===== config.mk =====
export PLATFORM = sky130hd
export DESIGN_NAME = uart_tx_arbiter
export DESIGN_NICKNAME = d
export VERILOG_FILES = /design/src/rtl/project_pkg.sv /design/src/rtl/rr_picker.sv /design/src/rtl/uart_tx_arbiter.sv
export SDC_FILE = /design/constraint.sdc
export NUM_CORES = 1
export LEC_CHECK = 0
export ABC_AREA = 1
export CAP_MARGIN = 20
export CORE_MARGIN = 2
export CORE_UTILIZATION = 38
export DETAILED_ROUTE_END_ITERATION = 7
export PLACE_DENSITY = 0.77
export SYNTH_ARGS = -nofsm -noshare
export SYNTH_HDL_FRONTEND = slang
export SYNTH_HIERARCHICAL = 1
export SYNTH_SLANG_ARGS = --single-unit

===== constraint.sdc =====
create_clock -name clk -period 2.1 [get_ports clk]
set_input_delay 0.42 -clock clk [delete_from_list [all_inputs] [get_ports clk]]
set_output_delay 0.42 -clock clk [all_outputs]
set_load 0.01 [all_outputs]

===== src/rtl/project_pkg.sv =====
// Shared types for the matrix UART path: element type, sender command flags, arbiter states.
// Latency: n/a (types and constants only).
// Backpressure: n/a.
package project_pkg;

    localparam int NUM_UART_REQ = 3;

    typedef logic signed [15:0] matrix_element_t;

    typedef struct packed {
        logic is_last_col;
        logic newline_only;
        logic id;
        logic sum_head;
        logic sum_elem;
    } sender_cmd_t;

    typedef enum logic [1:0] {
        ARB   = 2'd0,
        ISSUE = 2'd1,
        WAIT  = 2'd2,
        DONE  = 2'd3
    } arb_state_t;

endpackage


===== src/rtl/rr_picker.sv =====
// Round-robin picker: first asserted request searching upward from last_grant+1, wrapping.
// Latency: combinational.
// Backpressure: none; found=0 when no request is asserted.
module rr_picker
    import project_pkg::*;
#(
    parameter  int NUM_REQ = NUM_UART_REQ,
    localparam int IW      = (NUM_REQ > 1) ? $clog2(NUM_REQ) : 1
) (
    input  logic [NUM_REQ-1:0] req,
    input  logic [IW-1:0]      last_grant,
    output logic               found,
    output logic [IW-1:0]      index
);

    // Walk offsets from farthest to nearest so the nearest hit overwrites the rest.
    always_comb begin
        found = 1'b0;
        index = '0;
        for (int k = NUM_REQ; k >= 1; k--) begin
            if (req[(int'(last_grant) + k) % NUM_REQ]) begin
                found = 1'b1;
                index = IW'((int'(last_grant) + k) % NUM_REQ);
            end
        end
    end

endmodule


===== src/rtl/uart_tx_arbiter.sv =====
// Shares one UART sender among NUM_REQ requesters (round-robin with optional grant lock); UART_ARB_TIMEOUT_EN adds a WAIT watchdog.
// Latency: valid sampled in ARB -> start/ack next cycle; item takes >= 4 cycles (ARB, ISSUE, WAIT, DONE).
// Backpressure: requesters hold valid/data until ack; WAIT holds until sender_done (or watchdog expiry).
module uart_tx_arbiter
    import project_pkg::*;
#(
    parameter  int NUM_REQ     = NUM_UART_REQ,
    parameter  int TIMEOUT_CYC = 65535,
    localparam int IW          = (NUM_REQ > 1) ? $clog2(NUM_REQ) : 1
) (
    input  logic                              clk,
    input  logic                              rst,
    input  logic [NUM_REQ-1:0]                req_valid,
    input  logic [NUM_REQ-1:0]                req_lock,
    input  matrix_element_t [NUM_REQ-1:0]     req_data,
    input  sender_cmd_t [NUM_REQ-1:0]         req_cmd,
    output logic [NUM_REQ-1:0]                req_ack,
    output logic [NUM_REQ-1:0]                req_done,
    output logic [NUM_REQ-1:0]                req_err,
    output matrix_element_t                   sender_data,
    output sender_cmd_t                       sender_cmd,
    output logic                              sender_start,
    input  logic                              sender_done,
    output logic [IW-1:0]                     grant_id,
    output logic                              busy
);

    arb_state_t    state, state_nxt;
    logic [IW-1:0] last_grant;
    logic [IW-1:0] lock_owner;
    logic          lock_vld;
    logic          lock_hold;
    logic          pick_vld;
    logic [IW-1:0] pick_idx;
    logic          sel_vld;
    logic [IW-1:0] sel_idx;

`ifdef UART_ARB_TIMEOUT_EN
    logic [15:0]   wd_cnt;
    logic          wd_expire;
    logic          err_flag;
`endif

    rr_picker #(.NUM_REQ(NUM_REQ)) u_rr_picker (
        .req        (req_valid),
        .last_grant (last_grant),
        .found      (pick_vld),
        .index      (pick_idx)
    );

    // A lock only counts while its owner still asserts req_lock.
    assign lock_hold = lock_vld && req_lock[lock_owner];

    always_comb begin
        state_nxt    = state;
        sel_vld      = 1'b0;
        sel_idx      = grant_id;
        req_ack      = '0;
        req_done     = '0;
        req_err      = '0;
        sender_start = 1'b0;
        busy         = 1'b0;
`ifdef UART_ARB_TIMEOUT_EN
        wd_expire    = 1'b0;
`endif
        case (state)
            ARB: begin
                if (lock_hold) begin
                    sel_vld = req_valid[lock_owner];
                    sel_idx = lock_owner;
                end else begin
                    sel_vld = pick_vld;
                    sel_idx = pick_idx;
                end
                if (sel_vld) state_nxt = ISSUE;
            end
            ISSUE: begin
                sender_start      = 1'b1;
                busy              = 1'b1;
                req_ack[grant_id] = 1'b1;
                state_nxt         = WAIT;
            end
            WAIT: begin
                busy = 1'b1;
                if (sender_done) begin
                    state_nxt = DONE;
`ifdef UART_ARB_TIMEOUT_EN
                end else if (wd_cnt == 16'(TIMEOUT_CYC - 1)) begin
                    wd_expire = 1'b1;
                    state_nxt = DONE;
`endif
                end
            end
            DONE: begin
                req_done[grant_id] = 1'b1;
`ifdef UART_ARB_TIMEOUT_EN
                req_err[grant_id]  = err_flag;
`endif
                state_nxt          = ARB;
            end
            default: state_nxt = ARB;
        endcase
    end

    always_ff @(posedge clk) begin
        if (rst) begin
            state       <= ARB;
            last_grant  <= IW'(NUM_REQ - 1);
            lock_owner  <= '0;
            lock_vld    <= 1'b0;
            grant_id    <= '0;
            sender_data <= '0;
            sender_cmd  <= '0;
`ifdef UART_ARB_TIMEOUT_EN
            wd_cnt      <= '0;
            err_flag    <= 1'b0;
`endif
        end else begin
            state <= state_nxt;
            if (sel_vld) begin
                grant_id    <= sel_idx;
                sender_data <= req_data[sel_idx];
                sender_cmd  <= req_cmd[sel_idx];
            end
            if (state == ARB && lock_vld && !req_lock[lock_owner]) lock_vld <= 1'b0;
            if (state == DONE) begin
                last_grant <= grant_id;
                lock_owner <= grant_id;
                lock_vld   <= req_lock[grant_id];
            end
`ifdef UART_ARB_TIMEOUT_EN
            // A timed-out owner loses its lock so a stuck sender cannot starve others.
            if (state == DONE && err_flag) lock_vld <= 1'b0;
            if (state == ISSUE) begin
                wd_cnt   <= '0;
                err_flag <= 1'b0;
            end else if (state == WAIT) begin
                wd_cnt   <= wd_cnt + 16'd1;
                err_flag <= wd_expire;
            end
`endif
        end
    end

endmodule


==> impl.org <==
** Synthesis
- Netlist cell types :: 29
- Leading cell types by total area after synthesis :: dfxtp_1, nand2_1, nand3_1
- Number of enable-type register cells in the synthesized netlist :: 0
- Most common cell in the netlist :: nand2_1
- Count of synthesis-stage warnings from yosys :: 6
- The top cell type by area accounts for roughly 25% of the synthesized area.
- The cell area that synthesis handed to floorplanning was 0.00235 mm².
- Sequential area share after synthesis :: 24.7%
- Of all cell types, the one taking the most synthesized area is dfxtp_1.
- Prevailing post-synth register cell :: dfxtp_1
- Synthesized instance count :: just over 400
- Register bit total from synthesis :: 29
- Synth top cells by count :: nand2_1, nand3_1, nor2_1
- In the synthesized netlist the async set-or-reset flop fraction comes to 0%.
- The average instance in the mapped netlist occupies 5.81 µm².

** Timing
- Tmin final :: 2080 ps
- Slew Viols, Final :: 0
- After layout, the worst path uses 99.2% of the clock period.
- RSZ-0062 raised after global routing :: true
- Clk_skew :: 5.20 ps
- The total count of hold-check failures in the final report is 0.
- Timing would allow up to 0.480 GHz.
- Final-report setup violation count :: 0

** Min path
- The worst hold path begins at lock_owner[1]$_SDFFE_PP0P_.
- The worst hold path belongs to the class flop to flop.

** Clock network
- The clock reaches the later pin of the worst-skew pair after about 280 ps.
- After clock tree synthesis, the clock-pin slew on the worst setup and hold paths is around 60 ps.
- The tree built by TritonCTS fans out to 29 sinks.
- H-Tree Depth :: 2
- Hold repair after CTS inserted 0 buffers.
- Root buf cell :: clkbuf_8
- TritonCTS built the clock tree.
- Counting the buffers created by CTS gives 5.
- The longest clock path from root to sink contains 2 buffers.

** Setup path
- CP most frequent cell :: nand2_2
- Walking the worst path, the cells encountered are clkdlybuf4s50_1 -> nand2_2 -> nand2_2 -> buf_4 -> a21oi_2 -> nor2_1 -> o21ai_1 -> inv_1 -> nand2_2 -> nand2_2 -> nand2_2 -> nand2_4 -> buf_12 -> nor2_4 -> nor2_2 -> a21oi_1.
- RR Startpoint :: last_grant[0]$_SDFFE_PP0P_
- The worst setup path is captured at a flop.
- On the critical path the largest part of the delay comes from buffers and inverters.
- Delay of the slowest critical-path stage :: approximately 450 ps
- The critical path is of the input pin to flop type.
- Critical Path Slowest Stage Cell :: clkdlybuf4s50_1
- Data on the critical path arrives at its endpoint at about 2300 ps.
- Worst EP required :: ~2300 ps
- Counting both buffers and inverters, the worst setup path holds a total of 4.
- In this run the worst path has a maximum fanout of 6.
- The worst setup path is launched from an input pin.
- Worst setup path startpoint :: req_valid[0]

** Final layout
- Cells fill 67.6% of the core in the end.
- The net count of the finished layout is 609.
- Number of fill cells :: 535
- Ratio of cells with drive above 1 in the final layout :: between 20 and 25%
- Area growth from synthesis to layout :: 71.1%
- Final Non-Filler Cells :: 604
- Diodes inserted :: 0
- Once layout is done, the placed cells without fillers occupy 0.00402 mm².

** Placement
- Dpl hpwl :: 5460 µm
- At the end of routability-driven placement, the weighted congestion stood at around 0.84.
- The placed instances occupy a cell area of approximately 0.0036 mm².
- Total placed cells including tap cells :: 592
- Input and output buffers added on the ports amount to roughly 100.

** Job
- Number of violations of the max-capacitance limit :: 0

** Floorplanning
- From left edge to right edge, the die measures between 80 and 90 µm.
- Die Outline Area :: 0.00684 mm²
- Die height :: approximately 83 µm
- For this configuration, the core starts out at a cell density of 39.5%.
- Row Count :: 28
- The core region is 0.00596 mm².
- 106 I/O pins were placed.

** Route
- Number of search-and-repair iterations in the first detailed-routing pass :: 4
- Number of design rule violations left after detail routing :: 0
- Total number of vias :: about 2,900
- Routed vias/inst :: around 4.8
- Routed length per placed instance :: roughly 13 µm
- Once detail routing completed, the nets flagged for antenna violations numbered 0.
- After the first detailed-routing iteration, the DRC count stood at approximately 140.
- Summed over all layers, the routed wires come to 7800 µm.

** Global route
- Maximum number of pins on one net before global-route repair :: 17
- The initial antenna violation count came to 0.
- Global-route wire length before repair :: 11,200 µm
- The via count of the first global-routing pass is 2,556.
- GR Overflow Total :: 0
- Global routing used 20.8% of the available tracks across all layers.

** Outcome
- Result of the run :: complete, no violations

** Pwr
- In this run the power density over the cells is 1300 mW/mm².
- Across the VDD grid, the largest voltage drop is 0.683 mV.
- For this design the static power due to leakage is between 2 and 2.5 nW.
[logic make-up after synthesis]
family | after synthesis | synth area share [%]
AND/OR/NAND/NOR | 252 | 48.6
buffers and inverters | 88 | 16.1
flip-flops | 29 | 24.7
AO/OA/AOI/OAI | 27 | 6.28
adder cells (fa/ha/maj) | 8 | 4.26
other | 1 | 0.159
[per-stage QoR]
step / TNS [ps] / total power [W] / worst slack [ps] / hold slack [ps]
global placement: -5280 / 0.00405 / -272 / 488
global route: -1790 / 0.00569 / -135 / 539
CTS: 0 / 0.00464 / 7.90 / 523
floorplan: 0 / 0.00288 / 28.3 / 467
finish: 0 / 0.00525 / 16.6 / 525
detailed placement: -6480 / 0.00411 / -321 / 497
[registers in the layout (all words and copies together) (netlist names)]
register     cells
lock_vld         1
last_grant       2
state            2
grant_id         2
lock_owner       1
sender_cmd       5
sender_data     16
[worst paths after layout]
kind                                                   end  slack [ps]  cells past startpoint
worst max register to register  sender_cmd[2]$_SDFFE_PP0P_          30                     18
worst min register to register  lock_owner[1]$_SDFFE_PP0P_         530                      2
worst max-delay path            sender_cmd[2]$_SDFFE_PP0P_          20                     16
worst min-delay path            lock_owner[1]$_SDFFE_PP0P_         530                      2
[per-layer routing]
layer  GRT usage, %  vias up  share of wire (%)
met5              0        -                  0
li1               -     1494                  -
met2           37.6      101                 52
met3           3.15       14                6.1
met4           7.05        0                1.8
met1           25.0     1298                 40
[where the power goes]
group | switching, W | leakage, nW | internal [W] | total (W)
combinational | 0.00208 | 1.76 | 0.00174 | 0.00382
sequential | 0.000168 | 0.239 | 0.000793 | 0.000962
clock | 0.000207 | 0.0443 | 0.000260 | 0.000466
total | 0.00245 | 2.04 | 0.00279 | 0.00525
[cell usage in the layout, fill, tap and decap left out, drive strengths merged]
master,count
inv,70
dlymetal6s2s,5
nor2,70
a21oi,14
conb,3
nor3,2
a221oi,1
o21ai,10
clkdlybuf4s50,97
clkbuf,9
nand3,74
a211oi,1
ha,8
o211ai,1
dfxtp,29
buf,28
nand4,1
nand2,106
[cell type report]
class	count	area [µm²]	area share, %
multi-input combinational	291	1650	41.1
timing repair buffer	132	1330	33.1
sequential	29	588	14.6
inverter	70	268	6.65
tap	75	93.8	2.33
clock buffer	7	86.3	2.15
[worst min-delay path: cells and delay by family (launching register included)]
kind	cells	cell delay [ps]
DFF	1	330
and+or+nand+nor	1	80
AOI/OAI and AO/OA	1	60
[what timing repair did]
item | in CTS | in global routing
buffers inserted | 0 | 1
setup endpoints to repair | 21 | 27
cloned | 0 | 4
pin swaps | 0 | 42
gates resized for setup | 7 | 72
Power figures use the tool's default switching activity.
